<file path="config.mk">
export PLATFORM = sky130hd
export DESIGN_NAME = fpga_cfg_loader_flat
export DESIGN_NICKNAME = d
export VERILOG_FILES = /design/src/rtl/fpga_cfg_pkg.sv /design/src/rtl/fpga_cfg_loader_if.sv /design/src/rtl/cfg_word_serializer.sv /design/src/rtl/fpga_cfg_loader.sv /design/src/flat_wrapper.sv
export SDC_FILE = /design/constraint.sdc
export NUM_CORES = 1
export LEC_CHECK = 0
export ABC_AREA = 1
export CAP_MARGIN = 20
export CORE_UTILIZATION = 25
export DETAILED_ROUTE_END_ITERATION = 6
export MAX_ROUTING_LAYER = met4
export PLACE_DENSITY = 0.43
export SLEW_MARGIN = 30
export SYNTH_ARGS = -nofsm -noshare
export SYNTH_HDL_FRONTEND = slang
export SYNTH_HIERARCHICAL = 1
export SYNTH_SLANG_ARGS = --single-unit
</file>
<file path="constraint.sdc">
create_clock -name clk -period 2.9 [get_ports clk]
set_input_delay 0.58 -clock clk [delete_from_list [all_inputs] [get_ports clk]]
set_output_delay 0.58 -clock clk [all_outputs]
set_load 0.03 [all_outputs]
</file>
<file path="src/rtl/fpga_cfg_pkg.sv">
// Shared types and default sizing for the CRAM configuration loader and the fabric top.
package fpga_cfg_pkg;

    typedef enum logic [1:0] {
        IDLE,
        LOAD,
        SHIFT,
        DONE
    } cfg_state_t;

    localparam int CFG_WORD_W    = 32;
    localparam int CFG_CHAIN_LEN = 2048;

endpackage

</file>
<file path="src/rtl/fpga_cfg_loader_if.sv">
// Host word stream into the configuration loader (valid/ready, bit 0 shifted first).
interface fpga_cfg_loader_if #(
    parameter int WORD_W = 32
);
    logic              word_valid;
    logic              word_ready;
    logic [WORD_W-1:0] word_data;

    modport master (output word_valid, output word_data, input  word_ready);
    modport slave  (input  word_valid, input  word_data, output word_ready);
endinterface

</file>
<file path="src/rtl/cfg_word_serializer.sv">
// Parallel-load LSB-first shift register with per-word bit counter.
// With CFG_READBACK_EN defined it also captures the chain's outgoing bits into rb_data_o.
module cfg_word_serializer #(
    parameter int WORD_W = 32,
    parameter int KW     = $clog2(WORD_W + 1)
) (
    input  logic              clk,
    input  logic              rst,
    input  logic              load_i,
    input  logic              shift_i,
    input  logic [WORD_W-1:0] data_i,
    input  logic [KW-1:0]     k_i,
`ifdef CFG_READBACK_EN
    input  logic              sdi_i,
    output logic              rb_valid_o,
    output logic [WORD_W-1:0] rb_data_o,
`endif
    output logic              sdo_o,
    output logic              last_bit_o
);
    logic [WORD_W-1:0] sreg_q;
    logic [KW-1:0]     cnt_q;
    logic [KW-1:0]     k_q;

    always_ff @(posedge clk) begin
        if (rst) begin
            sreg_q <= '0;
            cnt_q  <= '0;
            k_q    <= '0;
        end else if (load_i) begin
            sreg_q <= data_i;
            cnt_q  <= '0;
            k_q    <= k_i;
        end else if (shift_i) begin
            sreg_q <= sreg_q >> 1;
            cnt_q  <= cnt_q + KW'(1);
        end
    end

    assign sdo_o      = sreg_q[0];
    assign last_bit_o = (cnt_q == k_q - KW'(1));

`ifdef CFG_READBACK_EN
    logic [WORD_W-1:0] cap_q;
    logic [WORD_W-1:0] rb_data_q;
    logic              rb_valid_q;

    // Capture is cleared per word so bits at and above k read back as zero.
    always_ff @(posedge clk) begin
        if (rst) begin
            cap_q      <= '0;
            rb_data_q  <= '0;
            rb_valid_q <= 1'b0;
        end else begin
            rb_valid_q <= 1'b0;
            if (load_i) begin
                cap_q <= '0;
            end else if (shift_i) begin
                cap_q <= cap_q | (WORD_W'(sdi_i) << cnt_q);
                if (last_bit_o) begin
                    rb_data_q  <= cap_q | (WORD_W'(sdi_i) << cnt_q);
                    rb_valid_q <= 1'b1;
                end
            end
        end
    end

    assign rb_valid_o = rb_valid_q;
    assign rb_data_o  = rb_data_q;
`endif

endmodule

</file>
<file path="src/rtl/fpga_cfg_loader.sv">
// CRAM scan-chain loader: takes host words and shifts exactly CHAIN_LEN bits per load.
// Define CFG_READBACK_EN to add rb_valid/rb_data readback of the bits leaving the chain.
//
// state | meaning
// IDLE  | waiting for start, chain untouched
// LOAD  | word_ready high, waiting for a host word
// SHIFT | one chain bit per cycle, cfg_en high
// DONE  | one-cycle done pulse
module fpga_cfg_loader
    import fpga_cfg_pkg::*;
#(
    parameter int WORD_W    = CFG_WORD_W,
    parameter int CHAIN_LEN = CFG_CHAIN_LEN,
    parameter int CNT_W     = $clog2(CHAIN_LEN + 1)
) (
    input  logic              clk,
    input  logic              rst,
    input  logic              start,
    input  logic              abort,
    fpga_cfg_loader_if.slave  host,
    output logic              cfg_en,
    output logic              cfg_sdo,
    input  logic              cfg_sdi,
    output logic              busy,
    output logic              done,
`ifdef CFG_READBACK_EN
    output logic              rb_valid,
    output logic [WORD_W-1:0] rb_data,
`endif
    output logic [CNT_W-1:0]  bits_left
);
    localparam int KW = $clog2(WORD_W + 1);

    cfg_state_t       state_q;
    logic [CNT_W-1:0] bits_left_q;
    logic             cfg_en_q;
    logic             word_ready_q;
    logic             busy_q;
    logic             done_q;
    logic [KW-1:0]    word_k;
    int unsigned      bits_left_int;
    logic             load;
    logic             last_bit;
    logic             sreg_bit;

    // Compare in 32 bits so a chain shorter than one word still clamps correctly.
    always_comb begin
        bits_left_int = 32'(bits_left_q);
        word_k        = (bits_left_int >= WORD_W) ? KW'(WORD_W) : KW'(bits_left_int);
    end

    assign load = word_ready_q && host.word_valid;

    always_ff @(posedge clk) begin
        if (rst || abort) begin
            state_q      <= IDLE;
            bits_left_q  <= '0;
            cfg_en_q     <= 1'b0;
            word_ready_q <= 1'b0;
            busy_q       <= 1'b0;
            done_q       <= 1'b0;
        end else begin
            done_q <= 1'b0;
            unique case (state_q)
                IDLE: begin
                    if (start) begin
                        state_q      <= LOAD;
                        bits_left_q  <= CNT_W'(CHAIN_LEN);
                        word_ready_q <= 1'b1;
                        busy_q       <= 1'b1;
                    end
                end
                LOAD: begin
                    if (host.word_valid) begin
                        state_q      <= SHIFT;
                        word_ready_q <= 1'b0;
                        cfg_en_q     <= 1'b1;
                    end
                end
                SHIFT: begin
                    bits_left_q <= bits_left_q - CNT_W'(1);
                    if (last_bit) begin
                        cfg_en_q <= 1'b0;
                        if (bits_left_q == CNT_W'(1)) begin
                            state_q <= DONE;
                            done_q  <= 1'b1;
                        end else begin
                            state_q      <= LOAD;
                            word_ready_q <= 1'b1;
                        end
                    end
                end
                DONE: begin
                    state_q <= IDLE;
                    busy_q  <= 1'b0;
                end
                default: state_q <= IDLE;
            endcase
        end
    end

    cfg_word_serializer #(
        .WORD_W (WORD_W),
        .KW     (KW)
    ) u_ser (
        .clk        (clk),
        .rst        (rst || abort),
        .load_i     (load),
        .shift_i    (cfg_en_q),
        .data_i     (host.word_data),
        .k_i        (word_k),
`ifdef CFG_READBACK_EN
        .sdi_i      (cfg_sdi),
        .rb_valid_o (rb_valid),
        .rb_data_o  (rb_data),
`endif
        .sdo_o      (sreg_bit),
        .last_bit_o (last_bit)
    );

`ifndef CFG_READBACK_EN
    logic unused_cfg_sdi;
    assign unused_cfg_sdi = cfg_sdi;
`endif

    assign host.word_ready = word_ready_q;
    assign cfg_en          = cfg_en_q;
    assign cfg_sdo         = cfg_en_q & sreg_bit;
    assign busy            = busy_q;
    assign done            = done_q;
    assign bits_left       = bits_left_q;

endmodule
</file>
<file path="src/flat_wrapper.sv">
// flat-port wrapper written by rule: the top's interface ports become plain ports
module fpga_cfg_loader_flat import fpga_cfg_pkg::*;
#(
    parameter int WORD_W    = CFG_WORD_W,
    parameter int CHAIN_LEN = CFG_CHAIN_LEN,
    parameter int CNT_W     = $clog2(CHAIN_LEN + 1)
)
  (clk, rst, start, abort, cfg_en, cfg_sdo, cfg_sdi, busy, done, bits_left, host_word_valid, host_word_data, host_word_ready);
  fpga_cfg_loader_if #(.WORD_W(WORD_W)) host_i ();
  input  logic clk;
  input  logic rst;
  input  logic start;
  input  logic abort;
  output logic cfg_en;
  output logic cfg_sdo;
  input  logic cfg_sdi;
  output logic busy;
  output logic done;
  output logic [CNT_W-1:0] bits_left;
  input wire logic [$bits(host_i.word_valid)-1:0] host_word_valid;
  input wire logic [$bits(host_i.word_data)-1:0] host_word_data;
  output wire logic [$bits(host_i.word_ready)-1:0] host_word_ready;
  assign host_i.word_valid = host_word_valid;
  assign host_i.word_data = host_word_data;
  assign host_word_ready = host_i.word_ready;
  fpga_cfg_loader #(.WORD_W(WORD_W), .CHAIN_LEN(CHAIN_LEN), .CNT_W(CNT_W)) u_core (.clk(clk), .rst(rst), .start(start), .abort(abort), .host(host_i), .cfg_en(cfg_en), .cfg_sdo(cfg_sdo), .cfg_sdi(cfg_sdi), .busy(busy), .done(done), .bits_left(bits_left));
endmodule
</file>
==> metrics.md, run 1 <==
| Metric | Value |
|---|---|
| Post-CTS sizing | `0` |
| Mean routed wirelength per cell | `about 12 µm` |
| Post-synth top flop | `dfxtp_1` |
| HP Start | `u_core/u_ser/sreg_q[10]` |
| Overall Global Routing Usage | `13.14%` |
| Largest net degree at the start of global routing | `33` |
| Met2 WL | `around 3300 µm` |
| DRT Wirelength | `about 7600 µm` |
| EDFF count, synth | `0` |
| Drt via density | `around 4.5` |
| GRT Residual Overflow | `0` |
| Row count | `40` |
| Area contributors post-synth | `dfxtp_1, nand2_1, a21oi_1` |
| Top-area cell type share of the netlist area | `40.19%` |
| Tmin final | `roughly 2.1 ns` |
| Crit Path Class | `reg2out` |
| Worst-margin pin slew | `about 0.6 ns` |
| Total Neg Setup Slack | `0 ns` |
| Die Span Y | `roughly 110 µm` |
| Synthesized instance count | `between 400 and 500` |
| Clk slew on worst S/H paths | `around 0.060 ns` |
| Synth area leader | `dfxtp_1` |
| Syn avg cell area | `~7 µm²` |
| TritonCTS Buffers | `9` |
| Rel. slew slack | `59.04%` |
| Post-Synth Adder-Cell Area | `~2%` |
| Core area | `approximately 12000 µm²` |
| Critical path cell sequence | `nand2_1 > inv_1 > clkdlybuf4s50_1` |
| Crit path max-delay family | `buffers and inverters` |
| Slowest library cell on the worst path | `clkdlybuf4s50_1` |
| Compound-cell area share of the yosys netlist | `17.75%` |
| DR WL met3 | `around 220 µm` |
| Dpl hpwl | `around 5400 µm` |
| Clk buf depth | `2` |
| Commonest cells in the netlist | `nand2_1, dfxtp_1, inv_1, a21oi_1, nor2_1` |
| Syn Std Cell Area | `approximately 3100 µm²` |
| Worst setup SP type | `register` |
| Pwr Density | `~530 nW/µm²` |
| Critical Path RT | `approximately 2.3 ns` |
| Hold Slack | `roughly 0.47 ns` |
| Mux contribution to synthesized area | `0%` |
| Largest family of logic cells by synthesized area | `simple AND/OR/NAND/NOR gates` |
| Antenna Nets Post-Route | `0` |
| RSZ-0062 raised after global routing | `false` |
| Class of the tightest hold or removal check | `reg2reg` |
| Switching Fraction | `between 20% and 30%` |
| Hold buffer count at cts | `0` |
| Crit-path max FO | `3` |
| First drt pass iteration count | `4` |
| Asr flop ratio synth | `0%` |
| # Max-Cap Violations | `0` |
| # DRC | `0` |
| Lkg Pwr | `around 1.5 nW` |
| Buf/Inv on CP | `2` |
| Synth Register Bits | `slightly above 60` |
| Post-CTS Setup Bufs | `0` |
| IO Pins | `55` |
| Post-route design area | `around 4000 µm²` |
| First-pass GRT wire length | `between 10000 and 15000 µm` |
| Most common cell in the synthesized netlist | `nand2_1` |
| Vias in the first global route | `roughly 2800` |
| Max Clk Rate | `482.1 MHz` |
| Sw Pwr | `~0.00056 W` |
| Reg2Reg Launch Point | `u_core/u_ser/k_q[0]` |
| Register area share after synthesis | `about 40%` |
| Die X | `roughly 110 µm` |
| M1 WL | `about 3900 µm` |
| R2R depth | `13` |
| Arrival @ worst endpoint | `approximately 1.5 ns` |
| Post-route clock period utilization | `71.53%` |
| Starting Density | `between 20% and 30%` |
| Post-synthesis xor/xnor area fraction | `around 1.4%` |
| PortBufs | `between 50 and 60` |
| Pint | `0.001548 W` |
| Clk Latency, worst-skew pair | `0.33 ns` |
| Gate power share | `between 10% and 20%` |
| H-tree levels | `3` |
| Final Skew | `0.007210 ns` |
| CTS sink count | `62` |
| CTS tree | `built` |
| Highest routed metal layer | `met4` |
| DP Area | `about 3700 µm²` |
| Area Growth Syn to Fin | `29.74%` |
| Largest stage delay on the critical path | `between 0.6 and 0.7 ns` |
| Share of layout cells above drive strength 1 | `10.55%` |
| Die Footprint | `12800 µm²` |
| Hold path depth | `2` |
| Final hold violation count | `0` |
| Post-Synth Simple-Gate Area | `between 20% and 30%` |
| Status | `completed` |
| Power share of the clock group | `a little under half` |
| Antenna violations before repair | `0` |
| Syn_nets | `477` |
| Hold worst-path end | `u_core/u_ser/sreg_q[9]` |
| Pins Over Slew Limit | `0` |
| # setup viols final | `0` |
| Final nets | `~530` |
| Register share of total power | `a little over two fifths` |
| Via count | `between 2000 and 3000` |
| VDD IR max | `roughly 0.00022 V` |
| Ys Warns | `6` |
| Final Wtd Congestion | `approximately 0.80` |
| Register-to-register setup slack | `between 1 and 1.5 ns` |
| DRT iter0 DRCs | `between 80 and 90` |
| Worst reg2reg path endpoint | `u_core/host.word_ready` |
| Crit. End Element | `primary output` |
| Library cells used by synthesis | `34` |
| Antenna Cells | `0` |
| Clk root buf | `clkbuf_16` |
==> power groups by stage <==
stage                     Clock (W)  Combinational [W]  Sequential (W)
after floorplan                   0           0.000131        0.000907
after CTS                   0.00103           0.000236        0.000880
final                      0.000996           0.000232        0.000880
after global routing        0.00105           0.000260        0.000881
after global placement            0           0.000233        0.000899
after detailed placement          0           0.000235        0.000898
==> layer usage <==
layer	up-vias	track usage, %
li1	1519	-
met4	0	7.544
met5	-	-
met2	48	19.63
met3	17	2.250
met1	1284	16.71
==> worst min-delay path, cell delays in order, from the launching register on <==
cell and delay (ns):
dfxtp_1 0.31, nand2_1 0.06, a31oi_1 0.06
==> worst max-delay path by stage <==
| stage | startpoint | endpoint | slack [ns] | depth (start not counted) |
|---|---|---|---|---|
| floorplan | abort | u_core/u_ser/sreg_q[10] | 1.24 | 6 |
| global placement | abort | u_core/u_ser/sreg_q[1] | 0.50 | 7 |
| detailed placement | abort | u_core/u_ser/sreg_q[29] | 0.49 | 7 |
| CTS | u_core/cfg_en | cfg_sdo | 0.80 | 3 |
| global route | abort | u_core/u_ser/sreg_q[11] | 0.72 | 7 |
| finish | u_core/cfg_en | cfg_sdo | 0.83 | 3 |
==> metrics by stage <==
step / setup WS (ns) / utilization [%] / std cells / power [W]
2_1_floorplan: 1.239 / - / 434 / 0.001038
3_3_place_gp: 0.4991 / 31.06 / 624 / 0.001132
3_5_place_dp: 0.4928 / 31.06 / 624 / 0.001133
4_1_cts: 0.8032 / 33.35 / 640 / 0.002141
5_1_grt: 0.7236 / 33.35 / 640 / 0.002195
6_report: 0.8256 / 33.35 / 640 / 0.002108
==> sequential cells by signal, indices dropped and copies added, names as in the netlist <==
name and flops:
u_core/host.word_ready 1, u_core/busy 1, u_core/bits_left 12, u_core/done 1
u_core/state_q 2, u_core/cfg_en 1, u_core/u_ser/sreg_q 32, u_core/u_ser/cnt_q 6
u_core/u_ser/k_q 6
==> cell type report <==
cell class	count	area, µm²
inverter	47	178.9
timing repair buffer	60	583.1
clock buffer	9	225.2
multi-input combinational	308	1544
sequential	62	1241
fill	1323	8005
tap	147	183.9
clock inverter	7	50.05
==> cells in the final DEF (no fill, tap or decap), types with 2 or more instances in the layout <==
cell type        netlist  routed
nand2_2                2       2
nand2_1              138     138
clkinv_2               0       2
xnor2_1                2       2
nand4_1                2       2
a21oi_1               38      38
a211oi_1               2       2
inv_2                  6       6
nor2_2                 4       4
nor2_1                33      33
xor2_1                 3       3
nand3_1               25      25
a31oi_1               16      16
clkinvlp_4             0       3
o21ai_1                3       3
clkdlybuf4s50_1        0      53
o21ai_0               13      13
dfxtp_1               62      62
inv_1                 40      40
ha_1                   5       5
buf_4                  6       7
a22oi_2               11      11
clkbuf_16              0       9
==> logic make-up (layout without fill, tap and decap cells) <==
group,count (synthesis),count (layout)
flops,62,62
compound gates,86,86
buf+inv,64,123
xor+xnor,5,5
simple gates,212,212
fa+ha+maj,5,5
Power figures use the tool's default switching activity.
==> run 2, diff against run 1 <==
==> constraint.sdc (replaced) <==
create_clock -name clk -period 2 [get_ports clk]
set_input_delay 0.4 -clock clk [delete_from_list [all_inputs] [get_ports clk]]
set_output_delay 0.4 -clock clk [all_outputs]
set_load 0.03 [all_outputs]
==> metrics.md, run 2 (synthesized netlist as in run 1, its figures left out) <==
| Metric | Value |
|---|---|
| Post-route design area | `4146 µm² (+3.5%)` |
| Max Clk Rate | `around 530 MHz` |
| Crit-path max FO | `3 (unchanged)` |
| Clk slew on worst S/H paths | `0.05 ns (about the same)` |
| Via count | `2841 (-0.94%)` |
| Class of the tightest hold or removal check | `reg2reg` |
| # setup viols final | `0 (unchanged)` |
| DRT Wirelength | `7525 µm (-0.86%)` |
| Core area | `12010 µm² (unchanged)` |
| Starting Density | `25.71% (unchanged)` |
| PortBufs | `53 (unchanged)` |
| DRT iter0 DRCs | `97 (+15%)` |
| Total Neg Setup Slack | `0 ns (unchanged)` |
| RSZ-0062 raised after global routing | `false` |
| Crit. End Element | `primary output` |
| First drt pass iteration count | `4 (unchanged)` |
| Clk buf depth | `2 (unchanged)` |
| Final hold violation count | `0 (unchanged)` |
| GRT Residual Overflow | `0 (unchanged)` |
| Row count | `40 (unchanged)` |
| Largest stage delay on the critical path | `0.65 ns (about the same)` |
| Slowest library cell on the worst path | `clkdlybuf4s50_1` |
| IO Pins | `55 (unchanged)` |
| DP Area | `3794 µm² (+1.7%)` |
| Crit Path Class | `reg2out` |
| Commonest non-fill, non-tap cell in the layout | `nand2_1` |
| Worst-margin pin slew | `0.3712 ns (-0.2425 ns)` |
| Mean routed wirelength per cell | `11.67 µm (-1.6%)` |
| Largest net degree at the start of global routing | `32 (-3.0%)` |
| Number of flip-flops under the largest register name | `32 (unchanged)` |
| Rel. slew slack | `75.02% (+16 points)` |
| Lkg Pwr | `1.575 nW (+4.7%)` |
| Final nets | `536 (+0.94%)` |
| Most frequent cells in the layout | `nand2_1, dfxtp_1, clkdlybuf4s50_1` |
| # DRC | `0 (unchanged)` |
| CTS tree | `built` |
| Antenna violations before repair | `0 (unchanged)` |
| Worst setup SP type | `register` |
| Clk Latency, worst-skew pair | `0.33 ns (about the same)` |
| Dpl hpwl | `5409 µm (+0.71%)` |
| Vias in the first global route | `2842 (+1.3%)` |
| Status | `completed` |
| Overall Global Routing Usage | `13.14% (about the same)` |
| Biggest register | `u_core/u_ser/sreg_q` |
| Hold buffer count at cts | `0 (unchanged)` |
| TritonCTS Buffers | `9 (unchanged)` |
| Tmin final | `between 1.5 and 2 ns` |
| Antenna Cells | `0 (unchanged)` |
| Final Skew | `0.006243 ns (-0.0009669 ns)` |
| Post-route clock period utilization | `94.10%` |
| Pwr Density | `831.0 nW/µm² (+58%)` |
| Drt via density | `4.405 (-1.7%)` |
| CTS sink count | `62 (unchanged)` |
| # Max-Cap Violations | `0 (unchanged)` |
| Clk root buf | `clkbuf_16` |
| First-pass GRT wire length | `13050 µm (+1.1%)` |
| Area Growth Syn to Fin | `34.28%` |
| Arrival @ worst endpoint | `1.48 ns (about the same)` |
| Share of layout cells above drive strength 1 | `12.05% (+1.5 points)` |
| Antenna Nets Post-Route | `0 (unchanged)` |
| Pins Over Slew Limit | `0 (unchanged)` |
| Critical path cell sequence | `nand2_1 > inv_1 > clkdlybuf4s50_1` |
| Final Wtd Congestion | `0.8125 (+1.7%)` |
| Die X | `113.1 µm (unchanged)` |
| VDD IR max | `0.0004022 V (+80%)` |
| Die Footprint | `12800 µm² (unchanged)` |
| Die Span Y | `113.1 µm (unchanged)` |
| Critical Path RT | `1.60 ns (-0.72 ns)` |
| H-tree levels | `3 (unchanged)` |
-- run 2: cell count changes in the layout (fill, tap and decap cells not counted), moves of 2 or more --
cell / delta
buf_12: +2
inv_1: -2
buf_4: +3
clkinv_2: -2
bufinv_16: +3
inv_2: +2
clkinvlp_4: -2
-- run 2: routing by layer --
layer	up-vias	wire length [µm]	GRT usage, %
met4	0	117	5.965
met3	8	243	2.892
met2	35	3332	19.92
met5	-	0	-
met1	1276	3832	16.67
li1	1522	-	-
-- run 2: metrics by stage --
step / hold WS, ns / worst slack (ns) / std cells / total power (W) / utilization (%)
floorplan: 0.4437 / 0.3846 / 434 / 0.001505 / -
global placement: 0.4529 / 0.06764 / 629 / 0.001657 / 31.58
detailed placement: 0.4550 / 0.05326 / 629 / 0.001656 / 31.58
CTS: 0.4643 / 0.09518 / 645 / 0.003504 / 34.49
global route: 0.4829 / 0.002759 / 645 / 0.003617 / 34.52
finish: 0.4616 / 0.1181 / 645 / 0.003446 / 34.52
-- run 2: timing repair --
action	CTS	global route
setup endpoints to repair	0	2
setup buffers	0	0
resized for setup	0	4
-- run 2: critical path: cells and delay by family, from the launching register on --
kind / cells / cell delay, ns
buffers and inverters: 2 / 0.70
flip-flops: 1 / 0.39
AND/OR/NAND/NOR: 1 / 0.07
-- run 2: cell type report --
| cell class | count | area, µm² |
|---|---|---|
| Clock inverter | 5 | 106.4 |
| Tap cell | 147 | 183.9 |
| Timing Repair Buffer | 65 | 645.6 |
| Multi-Input combinational cell | 308 | 1546 |
| Clock buffer | 11 | 242.7 |
| Fill cell | 1319 | 7865 |
| Sequential cell | 62 | 1242 |
| Inverter | 47 | 178.9 |
-- run 2: report_power, final --
part,switching [W],internal (W)
clock network,0.000566,0.00125
logic,0.000189,0.000161
registers,0.0000190,0.00126
total,0.000774,0.00267
-- run 2: worst paths after layout --
| path | start | to | slack [ns] | cells past startpoint |
|---|---|---|---|---|
| max | u_core/cfg_en | cfg_sdo | 0.12 | 3 |
| min | u_core/u_ser/sreg_q[10] | u_core/u_ser/sreg_q[10] | 0.46 | 2 |
| max reg2reg | u_core/u_ser/k_q[0] | u_core/done | 0.21 | 9 |
| min reg2reg | u_core/u_ser/sreg_q[10] | u_core/u_ser/sreg_q[10] | 0.46 | 2 |
==> run 3, diff against run 2 <==
==> constraint.sdc (replaced) <==
create_clock -name clk -period 1.93 [get_ports clk]
set_input_delay 0.386 -clock clk [delete_from_list [all_inputs] [get_ports clk]]
set_output_delay 0.386 -clock clk [all_outputs]
set_load 0.03 [all_outputs]
==> metrics.md, run 3 (synthesized netlist as in run 1, its figures left out) <==
| Metric | Value |
|---|---|
| Biggest register | `u_core/u_ser/sreg_q` |
| Lkg Pwr | `1.612 nW (+2.3%)` |
| Worst-margin pin slew | `0.3765 ns (+0.005282 ns)` |
| Max Clk Rate | `about 540 MHz` |
| Post-route clock period utilization | `a little over nine tenths` |
| Number of flip-flops under the largest register name | `32 (unchanged)` |
| Pins Over Slew Limit | `0 (unchanged)` |
| Core area | `12010 µm² (unchanged)` |
| Largest stage delay on the critical path | `0.71 ns (+0.06 ns)` |
| Final nets | `537 (+0.19%)` |
| CTS sink count | `62 (unchanged)` |
| Fillers | `1315 (-0.30%)` |
| Final Wtd Congestion | `0.7857 (-3.3%)` |
| First-pass GRT wire length | `12730 µm (-2.5%)` |
| Share of layout cells above drive strength 1 | `13.23% (+1.2 points)` |
| Die Span Y | `113.1 µm (unchanged)` |
| # setup viols final | `0 (unchanged)` |
| Final hold violation count | `0 (unchanged)` |
| Final Util | `34.89% (+0.36 points)` |
| Mean routed wirelength per cell | `11.66 µm (about the same)` |
| PortBufs | `53 (unchanged)` |
| Rel. slew slack | `74.90% (-0.12 points)` |
| Row count | `40 (unchanged)` |
| Clk Latency, worst-skew pair | `0.33 ns (about the same)` |
| Hold Slack | `0.4640 ns (+0.002477 ns)` |
| Drt via density | `4.464 (+1.4%)` |
| Class of the tightest hold or removal check | `reg2reg` |
| Status | `completed` |
| RSZ-0062 raised after global routing | `false` |
| Dpl hpwl | `5423 µm (+0.25%)` |
| Pwr Density | `853.0 nW/µm² (+2.6%)` |
| Arrival @ worst endpoint | `1.46 ns (-0.02 ns)` |
| DRT iter0 DRCs | `104 (+7.2%)` |
| GRT Residual Overflow | `0 (unchanged)` |
| Die X | `113.1 µm (unchanged)` |
| Most frequent cells in the layout | `nand2_1, dfxtp_1, clkdlybuf4s50_1` |
| First drt pass iteration count | `4 (unchanged)` |
| Vias in the first global route | `2715 (-4.5%)` |
| Total Neg Setup Slack | `0 ns (unchanged)` |
| Clk slew on worst S/H paths | `0.05 ns (about the same)` |
| # Max-Cap Violations | `0 (unchanged)` |
| Starting Density | `25.71% (unchanged)` |
| Worst setup SP type | `register` |
| Commonest non-fill, non-tap cell in the layout | `nand2_1` |
| Buf/Inv on CP | `1 (-1)` |
| Largest net degree at the start of global routing | `32 (unchanged)` |
| Slowest library cell on the worst path | `clkdlybuf4s50_1` |
| Final Skew | `0.006417 ns (+0.0001744 ns)` |
| Antenna violations before repair | `0 (unchanged)` |
| Tmin final | `between 1.5 and 2 ns` |
| Antenna Cells | `0 (unchanged)` |
| DP Area | `3811 µm² (+0.46%)` |
| Area Growth Syn to Fin | `35.70%` |
| Crit. End Element | `primary output` |
| Overall Global Routing Usage | `12.98% (-0.17 points)` |
| Crit path max-delay family | `buffers and inverters` |
| CTS tree | `built` |
| Crit-path max FO | `6 (+3)` |
| TritonCTS Buffers | `9 (unchanged)` |
| # DRC | `0 (unchanged)` |
| DRT Wirelength | `7535 µm (+0.13%)` |
| Via count | `2884 (+1.5%)` |
| VDD IR max | `0.0003632 V (-9.7%)` |
| H-tree levels | `3 (unchanged)` |
| Crit Path Class | `reg2out` |
| IO Pins | `55 (unchanged)` |
| Critical path cell sequence | `clkdlybuf4s50_1` |
| Antenna Nets Post-Route | `0 (unchanged)` |
| Post-route design area | `4190 µm² (+1.1%)` |
| Clk root buf | `clkbuf_16` |
| Clk buf depth | `2 (unchanged)` |
| Die Footprint | `12800 µm² (unchanged)` |
| Critical Path RT | `1.54 ns (-0.06 ns)` |
[run 3: worst min-delay path, stage by stage, from the launching register on]
cell and delay (ns):
dfxtp_1 0.31, nand2_1 0.06, a21oi_1 0.05
[run 3: area by class of cell]
cell class | instances | area, µm² | area share, %
multi-input combinational | 308 | 1569 | 37.44
sequential | 62 | 1244 | 29.68
timing repair buffer | 66 | 665.6 | 15.89
clock buffer | 11 | 242.7 | 5.793
tap | 147 | 183.9 | 4.389
inverter | 47 | 178.9 | 4.270
clock inverter | 5 | 106.4 | 2.538
[run 3: stage by stage]
stage | setup slack, ns | instances | power (W)
finish | 0.08526 | 646 | 0.003574
global route | 0.001458 | 646 | 0.003735
CTS | 0.04906 | 646 | 0.003634
detailed placement | 0.02384 | 630 | 0.001720
global placement | 0.03356 | 630 | 0.001721
floorplan | 0.3146 | 434 | 0.001559
[run 3: power by group]
group          leakage (nW)  internal, W  switching, W
Combinational         0.944     0.000172      0.000200
Sequential            0.502      0.00130     0.0000197
Clock                 0.166      0.00130      0.000582
Total                  1.61      0.00277      0.000801
[run 3: timing repair]
action	in CTS	in global routing
setup endpoints to repair	0	3
setup buffers	0	0
hold buffers	0	0
gates resized for setup	0	10
[run 3: layer usage]
metal / GRT usage, % / part of all wire (%)
met1: 16.41 / 51
met2: 19.43 / 44
met4: 5.614 / 1.5
met3: 3.428 / 3.6
met5: - / 0
[run 3: worst paths after layout]
path	endpoint	slack (ns)	cells after the start	from
setup / recovery	bits_left[2]	0.09	1	u_core/bits_left[2]
hold reg to reg	u_core/u_ser/sreg_q[6]	0.46	2	u_core/u_ser/sreg_q[6]
setup reg to reg	u_core/host.word_ready	0.17	13	u_core/u_ser/k_q[0]
hold / removal	u_core/u_ser/sreg_q[6]	0.46	2	u_core/u_ser/sreg_q[6]
